<file path="src/rtl/enemy_hit_detect_if.sv">
// Bullet bus between the bullet state machine (master) and an enemy hit detector (slave):
// bullet positions and in-flight flags one way, per-bullet hit pulses back.
interface enemy_hit_detect_if;
  logic [9:0] sprite12xr;
  logic [9:0] sprite12yr;
  logic       is_shot_1;
  logic [9:0] sprite13xr;
  logic [9:0] sprite13yr;
  logic       is_shot_2;
  logic       bullet1_hit;
  logic       bullet2_hit;

  modport master (
    output sprite12xr, sprite12yr, is_shot_1,
    output sprite13xr, sprite13yr, is_shot_2,
    input  bullet1_hit, bullet2_hit
  );

  modport slave (
    input  sprite12xr, sprite12yr, is_shot_1,
    input  sprite13xr, sprite13yr, is_shot_2,
    output bullet1_hit, bullet2_hit
  );
endinterface

</file>
<file path="src/rtl/enemy_hit_detect.sv">
// Per-frame enemy hit detection: tests two bullets against one enemy hitbox and tracks
// health, invulnerability frames, death animation, respawn and a saturating kill count.
module enemy_hit_detect #(
  parameter int unsigned ENEMY_W      = 32,
  parameter int unsigned ENEMY_H      = 32,
  parameter int unsigned BULLET_W     = 8,
  parameter int unsigned BULLET_H     = 8,
  parameter int unsigned MAX_HP       = 4,
  parameter int unsigned IFRAMES      = 8,
  parameter int unsigned DEATH_FRAMES = 16,
  parameter int unsigned FLASH_SHIFT  = 1
) (
  input  logic                 frame_clk,
  input  logic                 Reset,
  enemy_hit_detect_if.slave    bullets,
  input  logic [9:0]           enemy_x,
  input  logic [9:0]           enemy_y,
  input  logic                 enemy_spawn,
  output logic                 kill_pulse,
  output logic                 enemy_alive,
  output logic                 enemy_visible,
  output logic [3:0]           enemy_health,
  output logic [7:0]           kill_count
);

  typedef enum logic [1:0] {
    DEAD  = 2'd0,
    ALIVE = 2'd1,
    HURT  = 2'd2,
    DYING = 2'd3
  } state_t;

  state_t     state, state_n;
  logic [4:0] cnt, cnt_n;
  logic [3:0] health_n;
  logic [7:0] kills_n;
  logic       hit1_q, hit2_q;
  logic       hit1_n, hit2_n, kill_n, alive_n, visible_n;
  logic       ov1, ov2;

  // Widened to 11 bits so edge + size cannot wrap near the 10-bit limit.
  function automatic logic overlap(input logic [9:0] bx, input logic [9:0] by,
                                   input logic [9:0] ex, input logic [9:0] ey,
                                   input logic shot);
    logic [10:0] bxw, byw, exw, eyw;
    bxw = {1'b0, bx};
    byw = {1'b0, by};
    exw = {1'b0, ex};
    eyw = {1'b0, ey};
    return shot
        && (bxw < exw + 11'(ENEMY_W)) && (exw < bxw + 11'(BULLET_W))
        && (byw < eyw + 11'(ENEMY_H)) && (eyw < byw + 11'(BULLET_H));
  endfunction

  assign ov1 = overlap(bullets.sprite12xr, bullets.sprite12yr, enemy_x, enemy_y, bullets.is_shot_1);
  assign ov2 = overlap(bullets.sprite13xr, bullets.sprite13yr, enemy_x, enemy_y, bullets.is_shot_2);

  always_comb begin
    state_n   = state;
    cnt_n     = cnt;
    health_n  = enemy_health;
    kills_n   = kill_count;
    hit1_n    = 1'b0;
    hit2_n    = 1'b0;
    kill_n    = 1'b0;
    alive_n   = 1'b0;
    visible_n = 1'b0;

    unique case (state)
      DEAD: begin
        health_n = '0;
        cnt_n    = '0;
        if (enemy_spawn) begin
          state_n  = ALIVE;
          health_n = 4'(MAX_HP);
        end
      end
      ALIVE: begin
        if (ov1 || ov2) begin
          hit1_n   = ov1;
          hit2_n   = ov2;
          health_n = enemy_health - 4'd1;
          if (enemy_health == 4'd1) begin
            kill_n  = 1'b1;
            kills_n = (kill_count == '1) ? kill_count : kill_count + 8'd1;
            cnt_n   = 5'(DEATH_FRAMES - 1);
            state_n = DYING;
          end else begin
            cnt_n   = 5'(IFRAMES - 1);
            state_n = HURT;
          end
        end
      end
      HURT: begin
        if (cnt == '0) state_n = ALIVE;
        else           cnt_n   = cnt - 5'd1;
      end
      DYING: begin
        if (cnt == '0) state_n = DEAD;
        else           cnt_n   = cnt - 5'd1;
      end
      default: state_n = DEAD;
    endcase

    // Outputs are registered, so they are derived from the state being entered.
    unique case (state_n)
      ALIVE: begin
        alive_n   = 1'b1;
        visible_n = 1'b1;
      end
      HURT: begin
        alive_n   = 1'b1;
        visible_n = ~cnt_n[FLASH_SHIFT];
      end
      DYING:   visible_n = ~cnt_n[FLASH_SHIFT];
      default: visible_n = 1'b0;
    endcase
  end

  always_ff @(posedge frame_clk) begin
    if (!Reset) begin
      state         <= DEAD;
      cnt           <= '0;
      enemy_health  <= '0;
      kill_count    <= '0;
      hit1_q        <= 1'b0;
      hit2_q        <= 1'b0;
      kill_pulse    <= 1'b0;
      enemy_alive   <= 1'b0;
      enemy_visible <= 1'b0;
    end else begin
      state         <= state_n;
      cnt           <= cnt_n;
      enemy_health  <= health_n;
      kill_count    <= kills_n;
      hit1_q        <= hit1_n;
      hit2_q        <= hit2_n;
      kill_pulse    <= kill_n;
      enemy_alive   <= alive_n;
      enemy_visible <= visible_n;
    end
  end

  assign bullets.bullet1_hit = hit1_q;
  assign bullets.bullet2_hit = hit2_q;

endmodule

</file>
<file path="src/flat_wrapper.sv">
// flat-port wrapper written by rule: the top's interface ports become plain ports
module enemy_hit_detect_flat 
#(
  parameter int unsigned ENEMY_W      = 32,
  parameter int unsigned ENEMY_H      = 32,
  parameter int unsigned BULLET_W     = 8,
  parameter int unsigned BULLET_H     = 8,
  parameter int unsigned MAX_HP       = 4,
  parameter int unsigned IFRAMES      = 8,
  parameter int unsigned DEATH_FRAMES = 16,
  parameter int unsigned FLASH_SHIFT  = 1
)
  (frame_clk, Reset, enemy_x, enemy_y, enemy_spawn, kill_pulse, enemy_alive, enemy_visible, enemy_health, kill_count, bullets_sprite12xr, bullets_sprite12yr, bullets_is_shot_1, bullets_sprite13xr, bullets_sprite13yr, bullets_is_shot_2, bullets_bullet1_hit, bullets_bullet2_hit);
  enemy_hit_detect_if bullets_i ();
  input  logic frame_clk;
  input  logic Reset;
  input  logic [9:0] enemy_x;
  input  logic [9:0] enemy_y;
  input  logic enemy_spawn;
  output logic kill_pulse;
  output logic enemy_alive;
  output logic enemy_visible;
  output logic [3:0] enemy_health;
  output logic [7:0] kill_count;
  input wire logic [$bits(bullets_i.sprite12xr)-1:0] bullets_sprite12xr;
  input wire logic [$bits(bullets_i.sprite12yr)-1:0] bullets_sprite12yr;
  input wire logic [$bits(bullets_i.is_shot_1)-1:0] bullets_is_shot_1;
  input wire logic [$bits(bullets_i.sprite13xr)-1:0] bullets_sprite13xr;
  input wire logic [$bits(bullets_i.sprite13yr)-1:0] bullets_sprite13yr;
  input wire logic [$bits(bullets_i.is_shot_2)-1:0] bullets_is_shot_2;
  output wire logic [$bits(bullets_i.bullet1_hit)-1:0] bullets_bullet1_hit;
  output wire logic [$bits(bullets_i.bullet2_hit)-1:0] bullets_bullet2_hit;
  assign bullets_i.sprite12xr = bullets_sprite12xr;
  assign bullets_i.sprite12yr = bullets_sprite12yr;
  assign bullets_i.is_shot_1 = bullets_is_shot_1;
  assign bullets_i.sprite13xr = bullets_sprite13xr;
  assign bullets_i.sprite13yr = bullets_sprite13yr;
  assign bullets_i.is_shot_2 = bullets_is_shot_2;
  assign bullets_bullet1_hit = bullets_i.bullet1_hit;
  assign bullets_bullet2_hit = bullets_i.bullet2_hit;
  enemy_hit_detect #(.ENEMY_W(ENEMY_W), .ENEMY_H(ENEMY_H), .BULLET_W(BULLET_W), .BULLET_H(BULLET_H), .MAX_HP(MAX_HP), .IFRAMES(IFRAMES), .DEATH_FRAMES(DEATH_FRAMES), .FLASH_SHIFT(FLASH_SHIFT)) u_core (.frame_clk(frame_clk), .Reset(Reset), .bullets(bullets_i), .enemy_x(enemy_x), .enemy_y(enemy_y), .enemy_spawn(enemy_spawn), .kill_pulse(kill_pulse), .enemy_alive(enemy_alive), .enemy_visible(enemy_visible), .enemy_health(enemy_health), .kill_count(kill_count));
endmodule
</file>
<file path="config.mk">
export PLATFORM = sky130hd
export DESIGN_NAME = enemy_hit_detect_flat
export DESIGN_NICKNAME = d
export VERILOG_FILES = /design/src/rtl/enemy_hit_detect_if.sv /design/src/rtl/enemy_hit_detect.sv /design/src/flat_wrapper.sv
export SDC_FILE = /design/constraint.sdc
export NUM_CORES = 1
export LEC_CHECK = 0
export CAP_MARGIN = 10
export CORE_ASPECT_RATIO = 0.8
export CORE_UTILIZATION = 51
export CTS_CLUSTER_DIAMETER = 80
export DETAILED_ROUTE_END_ITERATION = 8
export HOLD_SLACK_MARGIN = 0.05
export PLACE_DENSITY = 0.81
export SLEW_MARGIN = 40
export SYNTH_ARGS = -nofsm -noshare
export SYNTH_HDL_FRONTEND = slang
export SYNTH_SLANG_ARGS = --single-unit
</file>
<file path="constraint.sdc">
create_clock -name frame_clk -period 4.25 [get_ports frame_clk]
set_input_delay 0.6375 -clock frame_clk [delete_from_list [all_inputs] [get_ports frame_clk]]
set_output_delay 0.6375 -clock frame_clk [all_outputs]
set_load 0.005 [all_outputs]
</file>
==> impl_results.rst, run 1 <==
.. list-table::
   :header-rows: 1

   * - Metric
     - Value
   * - Die area
     - between 6000 and 7000 sq um
   * - Insertion delay of the later-clocked pin in the worst-skew pair
     - ~260 ps
   * - Gate count after technology mapping
     - a little over 400
   * - Static leakage power
     - slightly below 0.002 uW
   * - Antenna viol nets, final
     - 0
   * - TritonCTS clock tree
     - built
   * - Register-to-register path setup slack
     - approximately 2200 ps
   * - Cell at the root of the clock tree
     - clkbuf_8
   * - Class of the tightest hold or removal check
     - reg -> reg
   * - Primary flip-flop cell chosen by synthesis mapping
     - dfxtp_1
   * - Summed instance area of the synthesized netlist
     - 3330 sq um
   * - Setup Buffers After CTS
     - 0
   * - EDFF count, synth
     - 0
   * - Critical path peak fanout
     - 11
   * - Synth Net Count
     - 553
   * - Width of the chip
     - just over 90 um
   * - Number of levels in the clock H-tree
     - 1
   * - Via count of the first global-routing pass
     - around 3.2k
   * - Power density normalized to cell area
     - 178 nW/um^2
   * - Layout fillers
     - slightly above 500
   * - Kind of cell adding the most delay to the critical path
     - compound AO/OA/AOI/OAI gates
   * - Worst Min Path Start
     - u_core.kill_count[4]
   * - # IOs
     - just over 80
   * - Maximum number of pins on one net before global-route repair
     - 17
   * - Share of the clock period used by the worst path after layout
     - 0.939
   * - Number of buffer cells added on primary ports
     - between 80 and 90
   * - Global route overflow
     - 0
   * - Routed via count
     - 3,413
   * - Chip height
     - ~74 um
   * - Count of maximum capacitance violations
     - 0
   * - Fraction of the core area covered by cells at the end of the flow
     - 0.723
   * - Number of max-slew violations in the final report
     - 0
   * - Distinct cell type count after synthesis
     - 57
   * - Core Region
     - between 6000 and 7000 sq um
   * - Cell Rows
     - 25
   * - Global-route wire length before repair
     - ~15,000 um
   * - Hold Fails Final Rpt
     - 0
   * - Category of the critical setup timing path
     - in -> reg
   * - Share of the yosys chip area belonging to registers
     - 0.144
   * - Number of antenna repair diodes
     - 0
   * - Critical-path cell with the highest stage delay
     - a2111oi_0
   * - Cell occurring most often along the worst timing path
     - ha_1
   * - Setup-violating endpoint count in the final report
     - 0
   * - Critical Path, Cell by Cell
     - clkdlybuf4s50_1 > ha_1 > nand3_1 > xor2_1 > ha_1 > a2111oi_0 > o21a_1 > o21ai_1 > a32o_1 > nor3_2 > a2bb2oi_2 > or4_1 > a21oi_1
   * - Total clock buffers created by CTS
     - 3
   * - Synth Area per Inst
     - 8.19 sq um
   * - Critical R2R Capture
     - u_core.enemy_alive
   * - Layout Cells excl Fill
     - roughly 580
   * - Starting Density
     - 0.546
   * - Async S/R FF share, synth
     - 0
   * - Fraction of layout instances using a drive strength above 1
     - 0.0497
   * - Number of antenna violations at the first check in global routing
     - 0
   * - Endpoint class of the critical path
     - flop
   * - Worst hold margin
     - around 500 ps
   * - Number of sinks handled by clock tree synthesis
     - 24
   * - Total track usage
     - 0.266
   * - Critical Path Source
     - enemy_y[5]
   * - Result of the run
     - complete, no violations
   * - Worst endpoint data arrival time
     - 4180 ps
   * - Post-layout net count
     - 650
   * - Ys Warns
     - 0
   * - Wire length per cell
     - 15.1 um
   * - Vias per inst
     - just under 6
   * - Worst-Margin Slew
     - around 610 ps
   * - Nature of the critical path startpoint
     - input pin
   * - Crit. path cell count
     - 13
   * - Number of placed instances, taps included
     - 580
   * - Clock input transition at the sequential cells of the worst setup and hold paths
     - 80 ps
   * - Iter 0 DRT Violations
     - a little over 200
   * - Peak supply drop
     - about 0.11 mV
   * - Total wirelength of the detailed-routed design
     - just under 9000 um
   * - CTS hold repair buffers
     - 0
   * - Number of search-and-repair iterations in the first detailed-routing pass
     - 4
   * - Fmax
     - between 200 and 300 MHz
   * - Count of buffering cells on the critical path with inverters included
     - 1
   * - End of the critical path
     - u_core.kill_count[5]
   * - Slowest cell delay on critical path
     - ~530 ps
   * - Number of DRC violations after detailed routing
     - 0
   * - Power Total
     - around 790 uW
   * - Critical R2R Launch
     - u_core.cnt[0]
   * - Final Critical Period
     - between 3000 and 4000 ps
   * - Number of gates resized after cts
     - 0
   * - Number of buffers between clock root and the deepest sink
     - 2
   * - Required time at the endpoint of the critical path
     - roughly 4400 ps
   * - Setup clock skew after layout
     - around 1.9 ps
   * - Final HPWL from detailed placement
     - approximately 7600 um
   * - Layout Area Growth over Synthesis
     - 32.3%
   * - Worst max-slew margin expressed relative to the limit
     - 0.591
   * - Gpl congestion
     - 0.938
   * - R2R depth
     - 8
   * - Unrepaired setup endpoints after global routing
     - no
   * - Seq cells post-synth
     - 24
[worst register-to-register path: cells and delay by family (launching register included)]
family          cells  cell delay (ps)
compound gates      4             1000
mux                 1              350
flops               1              340
fa+ha+maj           1              150
buf+inv             2              140
[state kept, by name (all words and copies together), names as in the netlist]
| signal | cells |
|---|---|
| u_core.bullets.bullet2_hit | 1 |
| u_core.kill_pulse | 1 |
| u_core.enemy_alive | 1 |
| u_core.enemy_health | 4 |
| u_core.bullets.bullet1_hit | 1 |
| u_core.enemy_visible | 1 |
| u_core.kill_count | 8 |
| u_core.state | 2 |
| u_core.cnt | 5 |
[cells in the mapped netlist, drive strengths merged (3+ instances only)]
cell type  count  share of area
or3            4         0.0075
mux2i          4          0.012
and4           4          0.011
and3          13          0.024
a21o           8          0.018
nand3         25          0.038
xnor2         12          0.032
o21ai         16          0.024
nor2          15          0.017
nand2b        11          0.021
nor2b          3         0.0056
a2111oi        3         0.0079
nand2         25          0.029
o211ai         5          0.011
a221oi         3         0.0079
nor3           9          0.015
a31oi          8          0.015
a21oi         18          0.027
ha            81           0.30
nor4           4         0.0075
nand4          8          0.015
a21boi         3         0.0068
dfxtp         24           0.14
xor2          16          0.042
inv           35          0.039
a211oi         6          0.014
o31ai          3         0.0068
and2           3         0.0056
or4            4         0.0090
[final cells by class]
| class | count | area, sq um | area share |
|---|---|---|---|
| repair buffers | 96 | 923 | 0.209 |
| multi-input cells | 344 | 2720 | 0.616 |
| clock buffers | 4 | 55.1 | 0.0125 |
| flip-flops and latches | 24 | 480 | 0.109 |
| well taps | 81 | 101 | 0.0230 |
| inverters | 35 | 131 | 0.0298 |
[power by group]
part           leakage, uW  switching [uW]  internal [uW]
logic              0.00173             191            196
registers         0.000195            10.1            235
clock network    0.0000288            71.4           82.6
total              0.00195             273            513
[kinds of logic after synthesis]
kind of cell,after synthesis,share of synthesized area
mux,5,0.0154
flops,24,0.144
compound gates,96,0.200
xor+xnor,28,0.0736
simple gates,133,0.215
buf+inv,39,0.0447
fa+ha+maj,82,0.307
[placed cells by master (no fill, tap or decap), types with 3 or more instances in the layout]
cell / Yosys / final
and2_1: 3 / 3
o211ai_1: 5 / 5
nand3_1: 25 / 25
or3_1: 4 / 4
nor2b_1: 3 / 3
buf_4: 0 / 15
mux2i_1: 4 / 4
nor3_1: 8 / 8
o31ai_1: 3 / 3
a31oi_1: 8 / 8
a221oi_1: 3 / 3
nor4_1: 4 / 4
clkbuf_8: 0 / 4
nor2_1: 15 / 15
dfxtp_1: 24 / 24
nand4_1: 8 / 8
nand2_1: 24 / 24
a21o_1: 8 / 8
xnor2_1: 12 / 12
a21oi_1: 18 / 18
ha_1: 81 / 81
o21ai_0: 14 / 14
xor2_1: 16 / 16
nand2b_1: 11 / 11
and3_1: 13 / 13
or4_1: 4 / 4
clkdlybuf4s50_1: 0 / 81
inv_1: 35 / 35
and4_1: 4 / 4
a211oi_1: 6 / 6
a2111oi_0: 3 / 3
[through the flow]
stage | setup TNS, ps | setup slack, ps | area, sq um
global placement | 0 | 44.0 | 4340
global route | 0 | 22.3 | 4410
detailed placement | -61.9 | -31.8 | 4350
floorplan | 0 | 1070 | 3330
finish | 0 | 261 | 4410
CTS | 0 | 241 | 4400
[worst min path at each step]
| stage | slack [ps] | cells past startpoint | end |
|---|---|---|---|
| CTS | 500 | 2 | u_core.kill_count[4] |
| detailed placement | 490 | 2 | u_core.kill_count[4] |
| floorplan | 470 | 2 | u_core.cnt[1] |
| global route | 540 | 2 | u_core.kill_count[5] |
| finish | 500 | 2 | u_core.kill_count[4] |
| global placement | 480 | 2 | u_core.kill_count[4] |
[layer usage]
metal | vias to the layer above | GRT usage | part of all wire
li1 | 1723 | - | -
met1 | 1573 | 0.375 | 0.49
met2 | 109 | 0.447 | 0.46
met3 | 8 | 0.0245 | 0.048
met4 | 0 | 0.0503 | 0.0081
met5 | - | 0 | 0
No activity file was read; power rests on OpenSTA's default activity.
==> inputs of run 2 (changes only) <==
Settings changed: SKIP_LAST_GASP from default to 1.
==> results of run 2 <==
Same layout as run 1: the final DEF is identical, and so are final timing and power.
